`config.mk`:
```
export PLATFORM = sky130hd
export DESIGN_NAME = max_unpool
export DESIGN_NICKNAME = d
export VERILOG_FILES = /design/src/rtl/max_unpool.sv
export SDC_FILE = /design/constraint.sdc
export NUM_CORES = 1
export LEC_CHECK = 0
export CAP_MARGIN = 10
export CORE_MARGIN = 2
export CORE_UTILIZATION = 45
export DETAILED_ROUTE_END_ITERATION = 16
export PLACE_DENSITY = 0.83
export RECOVER_POWER = 50
export SETUP_SLACK_MARGIN = 0.02
export SYNTH_ARGS = -nofsm -noshare
export SYNTH_HDL_FRONTEND = slang
export SYNTH_SLANG_ARGS = --single-unit
```
`constraint.sdc`:
```
create_clock -name clk -period 2.5 [get_ports clk]
set_input_delay 0.5 -clock clk [delete_from_list [all_inputs] [get_ports clk]]
set_output_delay 0.5 -clock clk [all_outputs]
set_load 0.01 [all_outputs]
```
`src/rtl/max_unpool.sv`:
```
// max_unpool: scatters each pooled-layer error back into its STRIDE x STRIDE
// pre-pool window. The error goes to the stored argmax position, and zero goes
// to every other position.
// Optional build macro: MAX_UNPOOL_SKIP_ZERO_EN. When it is defined, only the
// argmax write is issued for each window (the destination memory is assumed to
// be pre-cleared), and an out-of-range argmax issues no write at all.
module max_unpool #(
  parameter int  INPUT_WIDTH    = 64,
  parameter int  INPUT_HEIGHT   = 64,
  parameter int  INPUT_CHANNELS = 30,
  parameter int  STRIDE         = 2,
  localparam int PW    = INPUT_WIDTH / STRIDE,
  localparam int PH    = INPUT_HEIGHT / STRIDE,
  localparam int WIN   = STRIDE * STRIDE,
  localparam int OA_W  = (PW * PH * INPUT_CHANNELS > 1) ? $clog2(PW * PH * INPUT_CHANNELS) : 1,
  localparam int IA_W  = (INPUT_WIDTH * INPUT_HEIGHT * INPUT_CHANNELS > 1) ?
                         $clog2(INPUT_WIDTH * INPUT_HEIGHT * INPUT_CHANNELS) : 1,
  localparam int IDX_W = (WIN > 1) ? $clog2(WIN) : 1
) (
  input  logic             clk,
  input  logic             reset_n,
  input  logic             enable,
  output logic [OA_W-1:0]  out_err_addr,
  input  logic             out_err_valid,
  input  logic [15:0]      out_err_data,
  input  logic [IDX_W-1:0] max_idx,
  output logic [IA_W-1:0]  in_err_addr,
  output logic [15:0]      in_err_data,
  output logic             in_err_valid,
  input  logic             in_err_ready,
  output logic             busy,
  output logic             done
);

  localparam int OX_W = (PW > 1) ? $clog2(PW) : 1;
  localparam int OY_W = (PH > 1) ? $clog2(PH) : 1;
  localparam int CH_W = (INPUT_CHANNELS > 1) ? $clog2(INPUT_CHANNELS) : 1;

  typedef enum logic [2:0] {
    IDLE    = 3'd0,
    FETCH   = 3'd1,
    SCATTER = 3'd2,
    NEXT    = 3'd3,
    DONE    = 3'd4
  } state_t;

  state_t           state_q, state_d;
  logic [OX_W-1:0]  ox_q;
  logic [OY_W-1:0]  oy_q;
  logic [CH_W-1:0]  ch_q;
  logic [15:0]      err_q;
  logic [IDX_W-1:0] idx_q;
  logic [IDX_W-1:0] k_sel;
  logic             last_ox, last_oy, last_ch, last_win;
  logic             wr_fire;
  logic             scatter_end;

`ifndef MAX_UNPOOL_SKIP_ZERO_EN
  logic [IDX_W-1:0] k_q;
`else
  logic             idx_ok;
`endif

  assign last_ox  = (ox_q == OX_W'(PW - 1));
  assign last_oy  = (oy_q == OY_W'(PH - 1));
  assign last_ch  = (ch_q == CH_W'(INPUT_CHANNELS - 1));
  assign last_win = last_ox && last_oy && last_ch;
  assign wr_fire  = in_err_valid && in_err_ready;

`ifdef MAX_UNPOOL_SKIP_ZERO_EN
  // Only the argmax slot is written, so the window offset is the argmax itself.
  assign idx_ok      = (32'(idx_q) < 32'(WIN));
  assign k_sel       = idx_q;
  assign scatter_end = !idx_ok || wr_fire;
  assign in_err_data = in_err_valid ? err_q : 16'h0000;
`else
  // Every slot is visited in order; only the argmax slot carries the error.
  assign k_sel       = k_q;
  assign scatter_end = wr_fire && (k_q == IDX_W'(WIN - 1));
  assign in_err_data = (in_err_valid && (k_q == idx_q)) ? err_q : 16'h0000;
`endif

  // Linear pooled index of the current window: channel-major, then row, then column.
  assign out_err_addr = OA_W'(ch_q) * OA_W'(PW * PH)
                      + OA_W'(oy_q) * OA_W'(PW)
                      + OA_W'(ox_q);

  // Pre-pool address: window origin plus the row/column offset of slot k.
  assign in_err_addr = IA_W'(ch_q) * IA_W'(INPUT_WIDTH * INPUT_HEIGHT)
                     + IA_W'(oy_q) * IA_W'(STRIDE * INPUT_WIDTH)
                     + IA_W'(ox_q) * IA_W'(STRIDE)
                     + IA_W'(k_sel / IDX_W'(STRIDE)) * IA_W'(INPUT_WIDTH)
                     + IA_W'(k_sel % IDX_W'(STRIDE));

  // State register; reset drops straight back to IDLE even mid-window.
  always_ff @(posedge clk or negedge reset_n) begin
    if (!reset_n) state_q <= IDLE;
    else          state_q <= state_d;
  end

  // Next-state logic.
  always_comb begin
    state_d = state_q;
    unique case (state_q)
      IDLE:    if (enable) state_d = FETCH;
      FETCH:   if (out_err_valid) state_d = SCATTER;
      SCATTER: if (scatter_end) state_d = NEXT;
      NEXT:    state_d = last_win ? DONE : FETCH;
      DONE:    state_d = IDLE;
      default: state_d = IDLE;
    endcase
  end

  // FSM outputs.
  always_comb begin
    busy = (state_q != IDLE);
    done = (state_q == DONE);
`ifdef MAX_UNPOOL_SKIP_ZERO_EN
    in_err_valid = (state_q == SCATTER) && idx_ok;
`else
    in_err_valid = (state_q == SCATTER);
`endif
  end

  // Window counters and the captured error/argmax for the current window.
  always_ff @(posedge clk or negedge reset_n) begin
    if (!reset_n) begin
      ox_q  <= '0;
      oy_q  <= '0;
      ch_q  <= '0;
      err_q <= '0;
      idx_q <= '0;
`ifndef MAX_UNPOOL_SKIP_ZERO_EN
      k_q   <= '0;
`endif
    end else begin
      unique case (state_q)
        IDLE: begin
          if (enable) begin
            ox_q <= '0;
            oy_q <= '0;
            ch_q <= '0;
          end
        end
        FETCH: begin
          if (out_err_valid) begin
            err_q <= out_err_data;
            idx_q <= max_idx;
`ifndef MAX_UNPOOL_SKIP_ZERO_EN
            k_q   <= '0;
`endif
          end
        end
        SCATTER: begin
`ifndef MAX_UNPOOL_SKIP_ZERO_EN
          if (wr_fire && !scatter_end) k_q <= k_q + IDX_W'(1);
`endif
        end
        NEXT: begin
          if (!last_ox) begin
            ox_q <= ox_q + OX_W'(1);
          end else begin
            ox_q <= '0;
            if (!last_oy) begin
              oy_q <= oy_q + OY_W'(1);
            end else begin
              oy_q <= '0;
              ch_q <= last_ch ? '0 : ch_q + CH_W'(1);
            end
          end
        end
        default: ;
      endcase
    end
  end

endmodule

```
==> flow_summary.yaml, run 1 <==
yosys:
  synth_simple_gate_area_share_pct: 20.5
  yosysTopAreaCellShare_pct: 44.6
  synth.most_common_cell: "dfrtp_1"
  muxShareOfSynthArea_pct: 12.6
  async_flop_share_pct: 100
  synth-compound-area-share_pct: 7.80
  ys_warn_count: 0
  synth_top_family_by_area: "simple AND/OR/NAND/NOR gates"
  ys_ff_latch: 38
  yosysSeqAreaShare_pct: 44.6
  netlist_instances: 196
  synth_area_leaders: "dfrtp_1 (45%), mux2_2 (12%), buf_4 (5.6%)"
  synth_commonest_cells: "dfrtp_1 (38), mux2_2 (22), and2_1 (16), buf_4 (16), nand3_1 (12)"
  synth-main-ff-cell: "dfrtp_1"
  synth_xor_area_share_pct: 1.23
  syn-num-nets: 226
  syn_area_um2: 2130
  yosysTopAreaCell: "dfrtp_1"
  synth_cell_types: 43
  synth_edf_count: 0
  synth_adder_area_share_pct: 4.11
  syn_area_per_cell_um2: 10.9
placement:
  dp.cells: 302
  place_area_um2: 2810
  portBuffers: 73
  hpwl_um: 3190
  place_ws_ps: 249
  place_congestion: 0.795
pwr:
  comb_power_share_pct: 47.1
  internal_power_mw: 1.89
  clockPowerShare_pct: 15.1
  switchingPower_mw: 1.03
  p_per_area_nw_per_um2: 990
  vdd_ir_drop_max_mv: 0.481
  power_leakage_nw: 1.33
  finalPower_mw: 2.92
  sw_frac_of_total_pct: 35.3
  seqPwrFrac_pct: 37.8
global_route:
  grt_pass1_wl_um: 7300
  grt_max_degree: 39
  grt_overflow: 0
  grt_use_total_pct: 17.8
  grt_pass1_vias: 1511
  grt_antenna_before_repair: 0
routing:
  drc: 0
  drt-vias-per-instance: 5.34
  drt-initial-drc-count: 78
  vias: 1672
  drtPass1Iterations: 4
  post_drt_wl_per_cell_um: 14.9
  antenna_left: 0
  wl_um: 4660
die:
  start_util_pct: 45.8
  io_pins: 74
  core-area_um2: 4660
  num_rows: 25
  die_x_um: 72.9
  die-area_um2: 5310
  die_y_um: 72.9
setup_path:
  crit_buf_inv: 1
  critPathKind: "reg2out"
  slowest_stage: "clkdlybuf4s50_1"
  crit_chain: "nor3b_4 -> and3_4 -> and2_1 -> clkdlybuf4s50_1"
  cp-start-kind: "register"
  crit_path_end_kind: "output port"
  worstPathArrival_ps: 1940
  slowest_delay_ps: 530
  required_ps: 2000
  crit_path_max_fanout: 8
  critPathTopFamily: "simple AND/OR/NAND/NOR gates"
finish:
  nNetsFinal: 288
  drive_above_1_share_pct: 16.2
  synthToLayoutAreaGrowth_pct: 38.2
  postLayoutCellArea_um2: 2950
  final_util_pct: 63.2
  antenna_cells: 0
  instances_no_fill: 313
sta:
  hold_viol: 0
  setup_slack_ps: 63.1
  clock_skew_ps: 10.5
  hold_slack_ps: 498
  rsz0062_at_grt: "false"
  slew_viol_final: 39
  max_freq_mhz: 410
  slew_headroom_pct: -34.8
  tightest_slew_ps: 2020
  post-route-period-util_pct: 97.5
  fin_crit_ps: 2440
  tns_ps: 0
  setup_viol: 0
worst_hold_path:
  min_path_type: "reg2reg"
run_status:
  failed_checks: "capacitance limit, slew limit"
  status: "finished with violations"
clock_network:
  htree_levels: 2
  clock-sinks: 38
  clk_latency_ps: 300
  cts_made_buffers: 5
  cts_tree: "yes"
  cts_root_buf: "clkbuf_8"
  path_clk_slew_ps: 80
  cts.path.max_buffers: 2
flow_run:
  cap_viol_max_count: 1
routing by layer:
layer | up-vias | track usage [%] | part of all wire (%)
met3 | 7 | 4.42 | 7.0
met5 | - | 0 | 0
met1 | 782 | 23.6 | 44
met4 | 0 | 5.56 | 1.2
met2 | 67 | 28.9 | 48
li1 | 816 | - | -
power groups by stage:
stage / clock, mW / sequential [mW] / combinational, mW
2_1_floorplan: 0 / 1.06 / 0.819
3_3_place_gp: 0 / 1.08 / 1.29
3_5_place_dp: 0 / 1.10 / 1.32
4_1_cts: 0.450 / 1.09 / 1.33
5_1_grt: 0.477 / 1.15 / 1.49
6_report: 0.440 / 1.10 / 1.38
final timing paths:
| kind | from | to | slack [ps] | cells past startpoint |
|---|---|---|---|---|
| worst min-delay path | err_q[12] | err_q[12] | 500 | 1 |
| worst max-delay path | state_q[0] | in_err_data[5] | 60 | 4 |
| worst min register to register | err_q[12] | err_q[12] | 500 | 1 |
| max in group asynchronous | reset_n | oy_q[2] | 570 | 1 |
| worst max register to register | state_q[0] | err_q[3] | 220 | 4 |
| min in group asynchronous | reset_n | ch_q[2] | 770 | 1 |
area by class of cell:
cell class | instances | area [um2]
clock buffer | 7 | 86.3
tap | 54 | 67.6
clock inverter | 1 | 5.00
inverter | 8 | 30.0
fill | 409 | 1710
timing repair buffer | 80 | 786
sequential | 38 | 951
multi-input combinational | 125 | 1020
cell families after synthesis:
| family | count (synthesis) |
|---|---|
| flops | 38 |
| xor+xnor | 3 |
| simple gates | 69 |
| mux | 24 |
| fa+ha+maj | 7 |
| buf+inv | 34 |
| compound gates | 21 |
repair_timing:
action / CTS / global route
pin swaps: 0 / 2
hold buffers: 0 / 0
gates cloned: 0 / 1
buffers inserted: 0 / 2
gates resized for setup: 1 / 10
endpoints found under the setup margin: 16 / 16
placed cells by master (no fill, tap or decap), types with 2 or more instances in the layout:
cell type         n
or3_1             2
and2_1           16
nor3_1            3
nand4_1           4
dfrtp_1          38
nand2b_1          2
a31oi_1           4
ha_1              7
nor4b_1           3
dlygate4sd3_1     3
clkdlybuf4s50_1  64
clkbuf_8          6
nand3_1          12
clkbuf_1          3
mux2i_1           2
buf_4             6
a2111o_1          2
and3_4            2
nor2_1            3
nor4bb_1          2
o211ai_1          2
xnor2_2           2
dlymetal6s2s_1    5
a21o_1            2
a21oi_1           2
and3_1            3
inv_1             8
nand2_1           7
nand3b_1          2
mux2_2           22
a22o_1            4
flip-flops by register name, indices dropped and copies added, names as in the netlist:
| register | count |
|---|---|
| ch_q | 5 |
| err_q | 16 |
| state_q | 3 |
| idx_q | 2 |
| oy_q | 5 |
| ox_q | 5 |
| k_q | 2 |
Note: power is estimated with default switching activity, not from simulation.
==> inputs of run 2 (changes only) <==
--- a/config.mk
+++ b/config.mk
@@ -8,8 +8,9 @@
 export CAP_MARGIN = 10
 export CORE_MARGIN = 2
 export CORE_UTILIZATION = 45
+export CTS_CLUSTER_SIZE = 10
 export DETAILED_ROUTE_END_ITERATION = 16
-export PLACE_DENSITY = 0.83
+export PLACE_DENSITY_LB_ADDON = 0.12
 export RECOVER_POWER = 50
 export SETUP_SLACK_MARGIN = 0.02
 export SYNTH_ARGS = -nofsm -noshare
==> run 2 against run 1 <==
  * The run now ends clean
  * Die area unchanged
  * Sequential power barely moved
  * Clock power rose by 49%
  * Fmax grew 7.2%
  * Clock skew shrank 3.3 ps
  * Sequential cell count unchanged
  * Via count is 0.12% lower
  * Global-route usage is 0.38 points higher
  * Combinational power shrank 4%
  * Setup slack better by 160 ps
  * Clock-buffer cell count fell by 1
  * Largest cell class unchanged
==> flow_summary.yaml, run 2 (same netlist as run 1, synthesis figures left out) <==
placement:
  dp.cells: 303
  hpwl_um: 3130
  place_area_um2: 2820
  portBuffers: 73
  place_congestion: 0.746
  place_ws_ps: 310
global_route:
  use_met3_pct: 5.94
  grt_use_total_pct: 18.2
  grt_pass1_wl_um: 7580
  grt_busiest_layer: "met2"
  grt_max_degree: 39
  grt_use_met2_pct: 28.3
  met1_usage_pct: 23.9
  grt_antenna_before_repair: 0
  grt_overflow: 0
  grt_pass1_vias: 1643
pwr:
  power_leakage_nw: 1.54
  p_per_area_nw_per_um2: 1020
  comb_power_share_pct: 43.3
  clockPowerShare_pct: 21.4
  seqPwrFrac_pct: 35.3
  internal_power_mw: 2.06
  switchingPower_mw: 1.00
  sw_frac_of_total_pct: 32.7
  vdd_ir_drop_max_mv: 0.628
setup_path:
  crit_path_end_kind: "register"
  crit_chain: "clkdlybuf4s50_1 -> nor4bb_4 -> clkbuf_1 -> mux2_2"
  critPathKind: "in2reg"
  slowest_delay_ps: 810
  worstPathArrival_ps: 2450
  crit_buf_inv: 2
  slowest_stage: "clkbuf_1"
  ff2ff_setup_slack_ps: 280
  worst_r2r_endpoint: "idx_q[1]"
  crit_path_max_fanout: 19
  critPathTopFamily: "buffers and inverters"
  cp-start-kind: "input pin"
  r2r_start: "state_q[0]"
  r2r_cells: 4
  required_ps: 2680
finish:
  postLayoutCellArea_um2: 3010
  final_cell_mix: "clkdlybuf4s50_1 (55), dfrtp_1 (38), mux2_2 (22), and2_1 (16), dlymetal6s2s_1 (16)"
  final_util_pct: 64.6
  largest_reg_flops: 16
  largest-register: "err_q"
  nNetsFinal: 287
  drive_above_1_share_pct: 15.9
  synthToLayoutAreaGrowth_pct: 41.1
  antenna_cells: 0
  instances_no_fill: 312
  final_common_cell: "clkdlybuf4s50_1"
sta:
  slew_headroom_pct: 30.0
  post-route-period-util_pct: 91.0
  hold_viol: 0
  max_freq_mhz: 440
  clock_skew_ps: 7.19
  setup_viol: 0
  fin_crit_ps: 2270
  rsz0062_at_grt: "false"
  slew_viol_final: 0
  tightest_slew_ps: 1050
  tns_ps: 0
  setup_slack_ps: 226
routing:
  drt-initial-drc-count: 121
  drtPass1Iterations: 4
  antenna_left: 0
  drc: 0
  post_drt_wl_per_cell_um: 14.7
  wl_um: 4590
  drt-vias-per-instance: 5.35
  vias: 1670
die:
  die_y_um: 72.9
  die_x_um: 72.9
  start_util_pct: 45.8
  io_pins: 74
  core-area_um2: 4660
  num_rows: 25
  die-area_um2: 5310
worst_hold_path:
  min_path_type: "in2async"
run_status:
  status: "complete, no violations"
flow_run:
  cap_viol_max_count: 0
clock_network:
  cts_root_buf: "clkbuf_8"
  htree_levels: 2
  clk_latency_ps: 290
  cts.path.max_buffers: 2
  clock-sinks: 38
  cts_tree: "yes"
  cts_made_buffers: 5
  path_clk_slew_ps: 80
-- run 2: cell types whose count changed in the layout (fill, tap and decap cells not counted), moves of 2 or more --
cell and delta:
and3_4 -2, dlygate4sd3_1 -2, clkdlybuf4s50_1 -9, xnor2_2 -2, xnor2_1 +2, clkbuf_1 -2
dlymetal6s2s_1 +11, bufinv_16 +2
-- run 2: worst max path at each step --
stage,slack (ps),start,end,cells past startpoint
floorplan,490,state_q[0],in_err_data[10],5
global placement,330,state_q[2],in_err_data[1],5
detailed placement,310,enable,ch_q[0],4
CTS,20,state_q[2],in_err_data[1],5
global route,120,out_err_valid,idx_q[1],4
finish,230,out_err_valid,idx_q[1],4
-- run 2: final cells by class --
type	instances	area (um2)
flip-flops and latches	38	951
inverters	8	30.0
fillers	385	1650
well taps	54	67.6
repair buffers	80	818
clock buffers	6	82.6
multi-input cells	124	1000
clock inverters	2	60.1
-- run 2: metal layers --
metal / routed length (um) / vias up / part of all wire (%)
met5: 0 / - / 0
met4: 56 / 0 / 1.2
met3: 282 / 5 / 6.1
met2: 2190 / 48 / 48
met1: 2060 / 811 / 45
li1: - / 806 / -
-- run 2: timing repair --
item | CTS | global route
hold buffers | 0 | 0
setup buffers | 0 | 1
endpoints found under the setup margin | 14 | 16
cloned | 0 | 0
resized for setup | 1 | 16
pin swaps | 0 | 1
-- run 2: power groups by stage --
stage | Combinational (mW) | Clock [mW] | Sequential, mW
5_1_grt | 1.45 | 0.685 | 1.12
4_1_cts | 1.34 | 0.667 | 1.08
3_3_place_gp | 1.31 | 0 | 1.08
6_report | 1.33 | 0.656 | 1.08
3_5_place_dp | 1.33 | 0 | 1.09
2_1_floorplan | 0.819 | 0 | 1.06
-- run 2: worst reg2reg max path, delay by kind of cell (launching register included) --
| family | cells | cell delay, ps |
|---|---|---|
| mux | 1 | 440 |
| buf+inv | 2 | 1020 |
| simple gates | 1 | 290 |
| flops | 1 | 370 |
-- run 2: metrics by stage --
step                      power (mW)  hold slack (ps)
after floorplan                 1.88              204
after global placement          2.40              481
after detailed placement        2.42              487
after CTS                       3.09              350
after global routing            3.25              432
final                           3.06              351
